[src/rtl/ball_pkg.sv]
// Shared types, limits and the per-axis step helper for the bouncing-ball motion block.
package ball_pkg;

  localparam int COORD_W = 11;
  localparam logic [2:0] SPEED_MIN = 3'd1;
  localparam logic [2:0] SPEED_MAX = 3'd4;

  typedef enum logic {
    RUN   = 1'b0,
    PAUSE = 1'b1
  } state_e;

  typedef struct packed {
    logic [COORD_W-1:0] pos;
    logic               dirNeg;
  } axis_t;

  // One extra headroom bit keeps pos+speed and lo+speed from wrapping before the bound compare.
  function automatic axis_t stepAxis(input logic [COORD_W-1:0] pos,
                                     input logic               dirNeg,
                                     input logic [2:0]         speed,
                                     input logic [COORD_W-1:0] lo,
                                     input logic [COORD_W-1:0] hi);
    axis_t            res;
    logic [COORD_W:0] spd;
    logic [COORD_W:0] sum;
    logic [COORD_W:0] floorLim;
    spd      = {{(COORD_W-2){1'b0}}, speed};
    sum      = {1'b0, pos} + spd;
    floorLim = {1'b0, lo} + spd;
    res.pos    = pos;
    res.dirNeg = dirNeg;
    if (!dirNeg) begin
      if (sum >= {1'b0, hi}) begin
        res.pos    = hi;
        res.dirNeg = 1'b1;
      end else begin
        res.pos = sum[COORD_W-1:0];
      end
    end else begin
      if ({1'b0, pos} <= floorLim) begin
        res.pos    = lo;
        res.dirNeg = 1'b0;
      end else begin
        res.pos = pos - spd[COORD_W-1:0];
      end
    end
    return res;
  endfunction

endpackage

[src/rtl/ball_motion_key_debounce.sv]
// Pushbutton front end: 2-FF synchroniser, level debouncer, and a one-cycle press pulse
// on each accepted high-to-low transition.
module key_debounce #(
  parameter int DB_CYCLES = 500000
) (
  input  logic i_clk,
  input  logic i_rst_n,
  input  logic key_i,
  output logic press_o
);

  localparam int CNT_W = (DB_CYCLES > 1) ? $clog2(DB_CYCLES) : 1;
  localparam logic [CNT_W-1:0] CNT_LAST = CNT_W'(DB_CYCLES - 1);

  logic [1:0]       sync_q;
  logic [CNT_W-1:0] cnt_q, cnt_d;
  logic             level_q, level_d;
  logic             press_q, press_d;

  // Everything resets to the released level so reset release never looks like a press.
  always_ff @(posedge i_clk or negedge i_rst_n) begin
    if (!i_rst_n) begin
      sync_q  <= 2'b11;
      cnt_q   <= '0;
      level_q <= 1'b1;
      press_q <= 1'b0;
    end else begin
      sync_q  <= {sync_q[0], key_i};
      cnt_q   <= cnt_d;
      level_q <= level_d;
      press_q <= press_d;
    end
  end

  always_comb begin
    cnt_d   = '0;
    level_d = level_q;
    press_d = 1'b0;
    if (sync_q[1] != level_q) begin
      if (cnt_q == CNT_LAST) begin
        level_d = sync_q[1];
        press_d = ~sync_q[1];
      end else begin
        cnt_d = cnt_q + CNT_W'(1);
      end
    end
  end

  assign press_o = press_q;

endmodule

[src/rtl/ball_motion.sv]
// Bouncing-ball position generator: steps the centre on every motion tick, reflects off
// the bounds, and takes pause/run and speed up/down commands from three pushbuttons.
module ball_motion
  import ball_pkg::*;
#(
  parameter int TICK_DIV  = 1258750,
  parameter int DB_CYCLES = 500000,
  parameter int X_MIN     = 30,
  parameter int X_MAX     = 610,
  parameter int Y_MIN     = 30,
  parameter int Y_MAX     = 450,
  parameter int X_INIT    = 320,
  parameter int Y_INIT    = 240
) (
  input  logic               i_clk,
  input  logic               i_rst_n,
  input  logic               i_key_0,
  input  logic               i_key_1,
  input  logic               i_key_2,
  output logic [COORD_W-1:0] o_cx,
  output logic [COORD_W-1:0] o_cy,
  output logic [2:0]         o_speed,
  output logic               o_paused,
  output logic               o_update
);

  localparam int TICK_W = (TICK_DIV > 1) ? $clog2(TICK_DIV) : 1;
  localparam logic [TICK_W-1:0] TICK_LAST = TICK_W'(TICK_DIV - 1);

  logic               pressRun, pressUp, pressDown;
  logic               tick;
  logic [TICK_W-1:0]  tickCnt_q, tickCnt_d;
  state_e             state_q, state_d;
  logic [2:0]         speed_q, speed_d;
  logic [COORD_W-1:0] cx_q, cx_d, cy_q, cy_d;
  logic               xNeg_q, xNeg_d, yNeg_q, yNeg_d;
  logic               update_q, update_d;
  axis_t              xStep, yStep;

  key_debounce #(.DB_CYCLES(DB_CYCLES)) uKey0 (
    .i_clk   (i_clk),
    .i_rst_n (i_rst_n),
    .key_i   (i_key_0),
    .press_o (pressRun)
  );

  key_debounce #(.DB_CYCLES(DB_CYCLES)) uKey1 (
    .i_clk   (i_clk),
    .i_rst_n (i_rst_n),
    .key_i   (i_key_1),
    .press_o (pressUp)
  );

  key_debounce #(.DB_CYCLES(DB_CYCLES)) uKey2 (
    .i_clk   (i_clk),
    .i_rst_n (i_rst_n),
    .key_i   (i_key_2),
    .press_o (pressDown)
  );

  assign tick  = (tickCnt_q == TICK_LAST);
  assign xStep = stepAxis(cx_q, xNeg_q, speed_q, COORD_W'(X_MIN), COORD_W'(X_MAX));
  assign yStep = stepAxis(cy_q, yNeg_q, speed_q, COORD_W'(Y_MIN), COORD_W'(Y_MAX));

  always_ff @(posedge i_clk or negedge i_rst_n) begin
    if (!i_rst_n) begin
      tickCnt_q <= '0;
      state_q   <= RUN;
      speed_q   <= SPEED_MIN;
      cx_q      <= COORD_W'(X_INIT);
      cy_q      <= COORD_W'(Y_INIT);
      xNeg_q    <= 1'b0;
      yNeg_q    <= 1'b0;
      update_q  <= 1'b0;
    end else begin
      tickCnt_q <= tickCnt_d;
      state_q   <= state_d;
      speed_q   <= speed_d;
      cx_q      <= cx_d;
      cy_q      <= cy_d;
      xNeg_q    <= xNeg_d;
      yNeg_q    <= yNeg_d;
      update_q  <= update_d;
    end
  end

  // The move reads state_q/speed_q, so a toggle or speed press landing on a tick acts next tick.
  always_comb begin
    tickCnt_d = tick ? '0 : tickCnt_q + TICK_W'(1);
    state_d   = state_q;
    speed_d   = speed_q;
    cx_d      = cx_q;
    cy_d      = cy_q;
    xNeg_d    = xNeg_q;
    yNeg_d    = yNeg_q;
    update_d  = 1'b0;

    if (pressRun) begin
      state_d = (state_q == RUN) ? PAUSE : RUN;
    end

    if (pressUp && !pressDown && speed_q != SPEED_MAX) begin
      speed_d = speed_q + 3'd1;
    end else if (pressDown && !pressUp && speed_q != SPEED_MIN) begin
      speed_d = speed_q - 3'd1;
    end

    if (tick && state_q == RUN) begin
      cx_d     = xStep.pos;
      xNeg_d   = xStep.dirNeg;
      cy_d     = yStep.pos;
      yNeg_d   = yStep.dirNeg;
      update_d = 1'b1;
    end
  end

  assign o_cx     = cx_q;
  assign o_cy     = cy_q;
  assign o_speed  = speed_q;
  assign o_paused = (state_q == PAUSE);
  assign o_update = update_q;

endmodule

[config.mk]
export PLATFORM = sky130hd
export DESIGN_NAME = ball_motion
export DESIGN_NICKNAME = d
export VERILOG_FILES = /design/src/rtl/ball_pkg.sv /design/src/rtl/ball_motion_key_debounce.sv /design/src/rtl/ball_motion.sv
export SDC_FILE = /design/constraint.sdc
export NUM_CORES = 1
export LEC_CHECK = 0
export BUFFER_PORTS_ARGS = -buffer_cell sky130_fd_sc_hd__clkbuf_2
export CORE_MARGIN = 2
export CORE_UTILIZATION = 45
export CTS_CLUSTER_SIZE = 10
export DETAILED_ROUTE_END_ITERATION = 10
export GPL_ROUTABILITY_DRIVEN = 0
export SLEW_MARGIN = 25
export SYNTH_ARGS = -nofsm -noshare
export SYNTH_HDL_FRONTEND = slang
export SYNTH_SLANG_ARGS = --single-unit
[constraint.sdc]
create_clock -name i_clk -period 5.1 [get_ports i_clk]
set_input_delay 0.51 -clock i_clk [delete_from_list [all_inputs] [get_ports i_clk]]
set_output_delay 0.51 -clock i_clk [all_outputs]
set_load 0.02 [all_outputs]
; ---- Word level (Yosys, flattened, before mapping)
; Index checks and enable logic that the tools add are counted.
[word_totals]
reg_bits = 119
input_bits = 5
out_inout_bits = 27
word_cells = 86
[classes]
add_sub_neg = 11
magnitude_cmp = 4
eq_ne = 9
mux = 27
bitwise_logic = 4
n_reduce_logical = 11
[op_table]
columns = operator, n
row1 = 19-bit two-way mux, 6
row2 = 19-bit by 1-bit adder with 19-bit output (second input constant), 3
row3 = 19-bit == test (second input constant), 3
row4 = 11-bit two-way mux, 4
row5 = 11-bit by 3-bit adder with 12-bit output, 2
row6 = 12-bit two-way mux, 2
row7 = 11-bit by 3-bit subtractor with 11-bit output, 2
row8 = 21-bit by 1-bit adder with 21-bit output (second input constant), 1
row9 = 21-bit == test (second input constant), 1
row10 = 21-bit two-way mux, 1
row11 = 12-bit by 10-bit greater-or-equal comparator with 1-bit output (second input constant), 1
row12 = 12-bit by 9-bit greater-or-equal comparator with 1-bit output (second input constant), 1
row13 = 11-bit by 12-bit less-or-equal comparator with 1-bit output, 1
row14 = 1-bit two-way mux, 12
row15 = 11-bit by 6-bit less-or-equal comparator with 1-bit output, 1
row16 = 5-bit by 3-bit adder with 6-bit output (first input constant), 1
row17 = 3-bit two-way mux, 2
row18 = 2-bit AND reduction, 3
row19 = 1-bit logical AND, 5
row20 = 1-bit NOT, 4
row21 = 3-bit by 1-bit adder with 3-bit output (second input constant), 1
row22 = 1-bit inequality test, 3
row23 = 3-bit by 1-bit inequality test with 1-bit output (second input constant), 1
row24 = 3-bit inequality test (second input constant), 1
row25 = other kinds (3), 4

; ---- Depth between registers and ports, before layout
; Gate-level depths: netlist (run 1).
[logic_depth]
depth_word = 5
ltp_mapped = 12
depth_no_buf = 11

; ---- By module
; From an unflattened synthesis (run 1), not the netlist that was laid out.
[unflattened]
cells_unflattened = 825
hier_area_um2 = 7563.5
[modules_own_cells]
columns = mod, n_inst, cells_per_inst, area_each_um2, seq_area_each_um2
row1 = ball_motion, 1, 495, 4196.5, 1260.0
row2 = key_debounce, 3, 110, 1122.3, 579.3

; ---- Worst setup path after synthesis (run 1)
; No wires, ideal clock.
[synth_timing]
path_kind = register -> register
startpoint = reg speed_q[1], in the netlist o_speed[1]
endpoint = reg cy_q[5], in the netlist o_cy[5]
setup_time_ns = 0.060
t_arrival_ns = 2.965
t_required_ns = 5.040
path_slack_ns = 2.075
stages_incl_launch_ff = 11
n_path_buf = 0
period_less_slack_ns = 3.025
path_cell_list = dfrtp_1 > inv_1 > ha_1 > ha_1 > and3_1 > a221oi_1 > o211ai_1 > nand2_1 > or4_1 > o221ai_1 > a211o_1
[synth_via]
elab_chain_len = 4
word_cells_on_any_way = 8
classes_between = 3 x add/sub / 2 x order compare / 3 x mux
[synth_rtl]
columns = item, line
row1 = start: declaration, ball_motion.sv:34  ; logic [2:0] speed_q, speed_d;
row2 = start signal: assignment, ball_motion.sv:78  ; speed_q <= speed_d;
row3 = 11-bit by 3-bit adder with 12-bit output or 5-bit by 3-bit adder with 6-bit output (tied branches), "ball_pkg.sv:29, ball_pkg.sv:30"
row4 = 12-bit by 9-bit greater-or-equal comparator with 1-bit output or 11-bit by 6-bit less-or-equal comparator with 1-bit output (tied branches), "ball_pkg.sv:34, ball_pkg.sv:41"
row5 = 11-bit two-way mux (on tied branches), "ball_pkg.sv:34, ball_pkg.sv:41"
row6 = 12-bit two-way mux (*), ball_pkg.sv:33  ; if (!dirNeg) begin
row7 = end signal: assignment, ball_motion.sv:71  ; cy_q <= COORD_W'(Y_INIT);
row8 = end signal: assignment, ball_motion.sv:80  ; cy_q <= cy_d;
row9 = end: declaration, ball_motion.sv:35  ; logic [COORD_W-1:0] cx_q, cx_d, cy_q, cy_d;
; Every way passes the cells marked *; elsewhere a longest branch is shown, timed or not.
; A chain may end at the register's enable or synchronous reset.

; ---- Worst setup path after layout (run 1)
[layout_timing]
startpoint = reg speed_q[1], in the netlist o_speed[1]
endpoint = reg cx_q[4], in the netlist o_cx[4]
[layout_via]
elab_chain_len = 4
word_cells_on_any_way = 8
classes_between = 3 x add/sub / 2 x order compare / 3 x mux
[layout_rtl]
columns = item, line
row1 = 11-bit by 3-bit adder with 12-bit output or 5-bit by 3-bit adder with 6-bit output (tied branches), "ball_pkg.sv:29, ball_pkg.sv:30"
row2 = 12-bit by 10-bit greater-or-equal comparator with 1-bit output or 11-bit by 12-bit less-or-equal comparator with 1-bit output (tied branches), "ball_pkg.sv:34, ball_pkg.sv:41"
row3 = 11-bit two-way mux (on tied branches), "ball_pkg.sv:34, ball_pkg.sv:41"
row4 = 12-bit two-way mux (*), ball_pkg.sv:33
row5 = end signal: assignment, ball_motion.sv:70  ; cx_q <= COORD_W'(X_INIT);
row6 = end: declaration, ball_motion.sv:35
; Marked as above.

==> key figures, run 1 <==
Clock network
  – Clock Tree Root: clkbuf_16
  – Hold buffer count at cts: 0
  – Setup Fix Bufs, Post-CTS: 0
  – # H-tree levels: 4
  – Clock sinks: about 120
  – Reg clk slew, reported paths: 60 ps
  – Clk buf depth: 2
  – Clock latency on the worst-skew pair: 420 ps
  – PostCTS Resize Cnt: 0
  – CTS Buf Count: 17
  – CTS tree: yes

Die
  – Row cnt: 45
  – Die width: between 100 and 150 um
  – Core area: approximately 15,000 um^2
  – Die area: roughly 17,000 um^2
  – Ports: 32
  – Die H: ~130 um
  – Initial Utilization: 0.463

Power and ir drop
  – Worst vdd ir: approximately 0.21 mV
  – P per Cell Area: roughly 270 nW/um^2
  – Pwr Total: roughly 2.2 mW
  – Leakage: 3.45 nW

Timing
  – Post-Route Setup TNS: 0 ps
  – Fin crit share: 0.663
  – Final hold viol count: 0
  – Fmax: slightly below 300 MHz
  – Minimum clock period: about 3400 ps
  – Count of final setup violators: 0
  – Worst Skew: 6.74 ps
  – Worst slew margin: 0.378
  – Slew Limit Fails: 0
  – RSZ-0062 raised after global routing: false
  – Measured slew at the worst slew-check pin: between 900 and 1000 ps

Critical path
  – Worst endpoint required time: 5430 ps
  – Critical Path Start: o_speed[1]
  – CP arrival: 3710 ps
  – Reg2reg start: o_speed[1]
  – Crit start category: flop
  – Crit Path Max Fanout: 12
  – Critical path class: flop to flop
  – Crit. End Element: flop

Routing
  – Antenna viol nets, final: 0
  – Routed wire length: 15,500 um
  – Routed wire per std cell: around 15 um
  – Vias: 5,698
  – Vias per cell: around 5.6
  – Residual DRC count: 0
  – DRT iter0 DRCs: between 300 and 400
  – DR pass1 iterations: 5

GRT
  – Initial antenna violation count: 0
  – Largest net degree at the start of global routing: 75
  – Number of global-route vias before repair: about 5,600
  – Total track usage: 0.199
  – Final global-route overflow total: 0
  – First-pass GRT wire length: about 27,000 um

Logic synthesis
  – Top-count cell post-synth: nor2_1
  – Synth top cells by count: nor2_1 (119), dfrtp_1 (103), nand2_1 (57), xor2_1 (40), xnor2_1 (38)
  – Ys flop type: dfrtp_1
  – Asr flop ratio synth: 1.00
  – Seq/Total Area, Yosys: 0.424
  – Syn Area/Cell: a little over 9 um^2
  – Top cell type's share of synthesized area: 0.364
  – Syn Nets: around 810
  – Synthesized instance count: roughly 770
  – Synth warn: 0
  – Synth area leader: dfrtp_1
  – Seq cells post-synth: approximately 120
  – Post-Syn Area: around 7100 um^2
  – Synth top area cells: dfrtp_1 (36%), nor2_1 (6.3%), dfstp_2 (5.9%)
  – Post-synth EDFFs: 0
  – Netlist cell types: 79

Finish
  – Share of cells above drive strength 1: 0.119
  – Syn-to-layout area delta: 12.5%
  – # diodes: 0
  – Fin nets: approximately 830
  – Final Instance Area: 7950 um^2
  – Post-Layout Cell Count: between 1,000 and 1,500

Placement
  – DP HPWL: 10,500 um
  – Port-buffer cells: 31
  – Placed Area: approximately 7400 um^2
  – Placed cell count: 983

Hold path
  – Min-Delay Path Class: input port to flop
  – Hold Crit Start: i_key_0

Job
  – Max-cap check violation count: 0

Status
  – Outcome: complete, no violations
[where the power goes]
part | switching (mW) | total, mW | internal (mW)
clock network | 0.426 | 1.17 | 0.747
logic | 0.0301 | 0.0391 | 0.00905
registers | 0.00744 | 0.963 | 0.956
total | 0.463 | 2.17 | 1.71
[worst max-delay path, stage by stage, from the launching register on]
cell and delay [ps]:
dfrtp_1 480, inv_1 350, ha_1 270, inv_1 100
ha_1 300, nand3_1 90, o31a_1 300, a21oi_1 720
nor2_1 110, a2111o_1 410, a22oi_1 160
[cells in the final DEF (no fill, tap or decap), types with 4 or more instances in the layout]
cell type	instances
nand4_1	19
nor4_1	7
clkbuf_8	6
nor2b_1	11
nand2_1	57
o21ai_0	30
dfrtp_1	103
dfstp_2	16
a21oi_1	34
a211oi_1	4
nor2_1	118
a22o_1	5
ha_1	30
or3_1	12
o221ai_1	4
xor2_1	40
clkbuf_2	30
nor3_1	17
a211o_1	4
and4_1	4
nand3_1	35
clkbuf_16	17
a21o_1	6
o41ai_1	5
fa_1	5
and3_1	16
a31oi_1	4
inv_1	34
xnor2_1	38
o31ai_1	5
or2_2	4
[flip-flops by register name, indices dropped and copies added (netlist names)]
register	cells
o_update	1
uKey0.level_q	1
uKey0.press_o	1
uKey2.sync_q	2
o_paused	1
uKey1.level_q	1
o_speed	3
uKey2.press_o	1
o_cy	11
tickCnt_q	21
uKey1.cnt_q	19
o_cx	11
uKey2.cnt_q	19
uKey0.sync_q	2
yNeg_q	1
uKey1.sync_q	2
uKey1.press_o	1
uKey0.cnt_q	19
uKey2.level_q	1
xNeg_q	1
[stage by stage]
step / setup slack [ps] / hold slack (ps) / utilization
floorplan: 2080 / 214 / -
finish: 1720 / 175 / 0.521
CTS: 1720 / 156 / 0.521
global route: 1360 / 161 / 0.521
detailed placement: 1710 / 349 / 0.483
global placement: 1840 / 346 / 0.483
[path summary, 6_finish.rpt]
kind	end	slack (ps)	cells past startpoint
worst max-delay path	o_cx[4]	1720	10
worst min-delay path	uKey0.sync_q[0]	170	1
worst max register to register	o_cx[4]	1720	10
worst min register to register	uKey1.sync_q[1]	360	0
max in group asynchronous	tickCnt_q[12]	3700	2
min in group asynchronous	o_cy[8]	220	1
[logic make-up (layout without fill, tap and decap cells)]
| group | Yosys count | in the layout | synth area share |
|---|---|---|---|
| xor+xnor | 78 | 78 | 0.0966 |
| buf+inv | 67 | 99 | 0.0380 |
| mux | 6 | 6 | 0.00902 |
| flops | 119 | 119 | 0.424 |
| fa+ha+maj | 35 | 35 | 0.0672 |
| compound gates | 142 | 142 | 0.137 |
| simple gates | 325 | 325 | 0.228 |
[cell type report]
class                   count  area (um^2)
repair buffers             33          173
fillers                  1404         7310
well taps                 211          264
clock inverters             6         63.8
inverters                  34          128
multi-input cells         586         3810
flip-flops and latches    119         3000
clock buffers              26          519
[metal layers]
layer / wire [um] / vias to the layer above / global-route usage
met3: 568 / 27 / 0.0380
met1: 7480 / 2802 / 0.272
met5: 0 / - / 0
li1: - / 2751 / -
met2: 7210 / 118 / 0.317
met4: 285 / 0 / 0.0716
Power figures use the tool's default switching activity.
==> run 2, diff against run 1 <==
- ABC_AREA: not set -> 1
- clock period: 5.1 -> 3.4 ns (I/O delays scaled with it)
==> run 2 against run 1 <==
- final cell count rose by 31%
- via count rose by 21%
- cell area rose by 12%
- wire length rose by 19%
- non-clock buffer count rose by 2
- global-route usage rose by 1.2 points
- register-to-register slack got worse by 930 ps
- synthesized area rose by 12%
- setup slack got worse by 930 ps
- critical endpoint is now o_cx[6]
==> key figures, run 2 <==
Power and ir drop
  – Pint: 2.73 mW (+59%)
  – Flop pwr share: 0.417 (-0.026)
  – Psw: 0.730 mW (+58%)
  – Clock Power Share: 0.563 (+0.024)
  – Sw frac: 0.211 (-0.00205)
  – Pwr Total: 3.46 mW (+59%)
  – P per Cell Area: 387 nW/um^2 (+41%)
  – Combinational Power Share: 0.019 (about the same)
  – Worst vdd ir: 0.331 mV (+56%)
  – Leakage: 4.19 nW (+21%)

Clock network
  – CTS Buf Count: 17 (unchanged)
  – Clock latency on the worst-skew pair: 420 ps (about the same)
  – Clock Tree Root: clkbuf_16
  – # H-tree levels: 4 (unchanged)
  – Hold buffer count at cts: 3 (+3)
  – Setup Fix Bufs, Post-CTS: 0 (unchanged)
  – PostCTS Resize Cnt: 0 (unchanged)
  – Clk buf depth: 2 (unchanged)
  – Reg clk slew, reported paths: 60 ps (about the same)
  – Clock sinks: 119 (unchanged)
  – CTS tree: yes

Timing
  – Count of final setup violators: 0 (unchanged)
  – Slew Limit Fails: 0 (unchanged)
  – RSZ-0062 raised after global routing: false
  – Post-Route Setup TNS: 0 ps (unchanged)
  – Fin crit share: 0.767 (+0.104)
  – Fin Hold WS: 9.86 ps (-165 ps)
  – Measured slew at the worst slew-check pin: 895 ps (-37.9 ps)
  – Minimum clock period: 2610 ps (-773 ps)
  – Worst Skew: 9.31 ps (+2.57 ps)
  – Worst slew margin: 0.404 (+0.0253)
  – Final hold viol count: 0 (unchanged)
  – Fmax: 383 MHz (+30%)

Critical path
  – Crit start category: flop
  – CP top delay family: simple AND/OR/NAND/NOR gates
  – Worst path bufs/invs: 3 (+1)
  – R2R Setup Slk: 790 ps (-930 ps)
  – CP dominant cell by count: inv_1
  – Crit. End Element: flop
  – CP arrival: 2950 ps (-760 ps)
  – Critical path class: flop to flop
  – Reg2reg start: o_speed[1]
  – CP max stage cell: dfrtp_1
  – CP peak stage delay: 480 ps (-240 ps)
  – Crit Path Max Fanout: 10 (-2)
  – Worst endpoint required time: 3750 ps (-1680 ps)
  – Reg-to-reg endpoint: o_cx[6]
  – R2R depth: 13 (+3)
  – Crit-path cells: inv_1, ha_1, inv_1, ha_1, nand2_1, nor3b_1, nand3_1, nand3_2, nand2_1, inv_1, nor2_1, nor2_1, a21oi_1

GRT
  – Largest net degree at the start of global routing: 111 (+48%)
  – Final global-route overflow total: 0 (unchanged)
  – Number of global-route vias before repair: 6,427 (+15%)
  – First-pass GRT wire length: 31,400 um (+17%)
  – Initial antenna violation count: 0 (unchanged)
  – Total track usage: 0.211 (+0.0125)

Routing
  – Antenna viol nets, final: 0 (unchanged)
  – DR pass1 iterations: 5 (unchanged)
  – Vias per cell: 5.18 (-7.7%)
  – Vias: 6,882 (+21%)
  – Routed wire per std cell: 13.9 um (-9.0%)
  – Residual DRC count: 0 (unchanged)
  – DRT iter0 DRCs: 488 (+52%)
  – Routed wire length: 18,500 um (+19%)

Logic synthesis
  – Asr flop ratio synth: 1.00 (unchanged)
  – Synth area leader: dfrtp_1
  – Top-count cell post-synth: nand2_1
  – Syn Nets: 1,091 (+34%)
  – Top cell type's share of synthesized area: 0.325 (-0.0391)
  – Ys flop type: dfrtp_1
  – Post-Syn Area: 7920 um^2 (+12%)
  – Syn Area/Cell: 7.54 um^2 (-18%)
  – Synth top area cells: dfrtp_1 (33%), nand2_1 (10%), nor2_1 (7.0%)
  – Seq/Total Area, Yosys: 0.378 (-0.0455)
  – Synth warn: 0 (unchanged)
  – Synth top cells by count: nand2_1 (216), nor2_1 (148), inv_1 (129), dfrtp_1 (103), nand3_1 (86)
  – Netlist cell types: 50 (-37%)
  – Post-synth EDFFs: 0 (unchanged)
  – Seq cells post-synth: 119 (unchanged)
  – Synthesized instance count: 1,051 (+36%)

Finish
  – # diodes: 0 (unchanged)
  – Biggest register: tickCnt_q
  – Fill count: 1,647 (+17%)
  – Final Instance Area: 8940 um^2 (+12%)
  – Most frequent cells in the layout: nand2_1 (216), nor2_1 (148), inv_1 (129)
  – Syn-to-layout area delta: 12.9%
  – Commonest non-fill, non-tap cell in the layout: nand2_1
  – Max reg flops: 21 (unchanged)
  – Share of cells above drive strength 1: 0.131 (+0.0112)
  – Fin nets: 1,130 (+36%)

Die
  – Initial Utilization: 0.460 (-0.00383)
  – Row cnt: 48 (+6.7%)
  – Die width: 137 um (+5.7%)
  – Ports: 32 (unchanged)
  – Die H: 137 um (+5.7%)
  – Die area: 18,700 um^2 (+12%)
  – Core area: 17,200 um^2 (+13%)

Job
  – Max-cap check violation count: 0 (unchanged)

Placement
  – DP HPWL: 13,300 um (+26%)
  – Port-buffer cells: 31 (unchanged)
  – Placed Area: 8270 um^2 (+12%)

Hold path
  – Min-Delay Path Class: input port to asynchronous set/reset pin

Status
  – Outcome: complete, no violations
run 2: cell types whose count changed after synthesis, sizes merged, moves of 8 or more:
cell    change
and3       -14
clkbuf     -20
inv       +104
nand2     +172
nand3      +55
nand4      +26
nor2       +49
nor2b      -11
nor3       +23
o21ai       -8
or3        -12
xnor2      -26
run 2: layer usage:
layer,part of all wire,vias to the layer above,track usage
li1,-,3512,-
met5,0,-,0
met2,0.44,155,0.316
met3,0.042,22,0.0444
met4,0.015,0,0.0712
met1,0.50,3193,0.303
run 2: worst reg2reg max path, delay by kind of cell (launching register included):
| kind | cells | cell delay [ps] |
|---|---|---|
| adder cells (fa/ha/maj) | 2 | 590 |
| flip-flops | 1 | 480 |
| AND/OR/NAND/NOR | 7 | 810 |
| buffers and inverters | 3 | 600 |
| AO/OA/AOI/OAI | 1 | 70 |
run 2: final cells by class:
class,instances,area (um^2),area share
clock buffers,20,467,0.0522
clock inverters,12,174,0.0194
inverters,139,522,0.0583
multi-input cells,778,4300,0.481
flip-flops and latches,119,3000,0.335
well taps,225,282,0.0315
repair buffers,35,201,0.0225
run 2: cells by family after synthesis:
group | after synthesis | synth area share
buf+inv | 154 | 0.0788
flops | 119 | 0.378
fa+ha+maj | 35 | 0.0600
simple gates | 609 | 0.366
compound gates | 82 | 0.0586
xor+xnor | 50 | 0.0553
mux | 2 | 0.00253
run 2: power groups by stage:
stage	Sequential, mW	Combinational (mW)	Clock [mW]
2_1_floorplan	1.47	0.0280	0
3_3_place_gp	1.47	0.0674	0
3_5_place_dp	1.47	0.0677	0
4_1_cts	1.44	0.0702	1.99
5_1_grt	1.44	0.0808	2.06
6_report	1.44	0.0668	1.95
run 2: worst max path at each step:
stage,start,end,slack [ps],depth (start not counted)
after floorplan,o_speed[1],o_cy[3],1070,13
after global placement,o_speed[1],o_cx[6],860,13
after detailed placement,o_speed[1],o_cx[6],760,13
after CTS,o_speed[1],o_cx[6],740,13
after global routing,o_speed[1],o_cx[6],510,13
final,o_speed[1],o_cx[6],790,13
run 2: stage by stage:
| stage | std cells | setup slack [ps] | utilization |
|---|---|---|---|
| 2_1_floorplan | 1051 | 1070 | - |
| 3_3_place_gp | 1293 | 863 | 0.480 |
| 3_5_place_dp | 1293 | 760 | 0.480 |
| 4_1_cts | 1328 | 743 | 0.519 |
| 5_1_grt | 1328 | 509 | 0.519 |
| 6_report | 1328 | 791 | 0.519 |
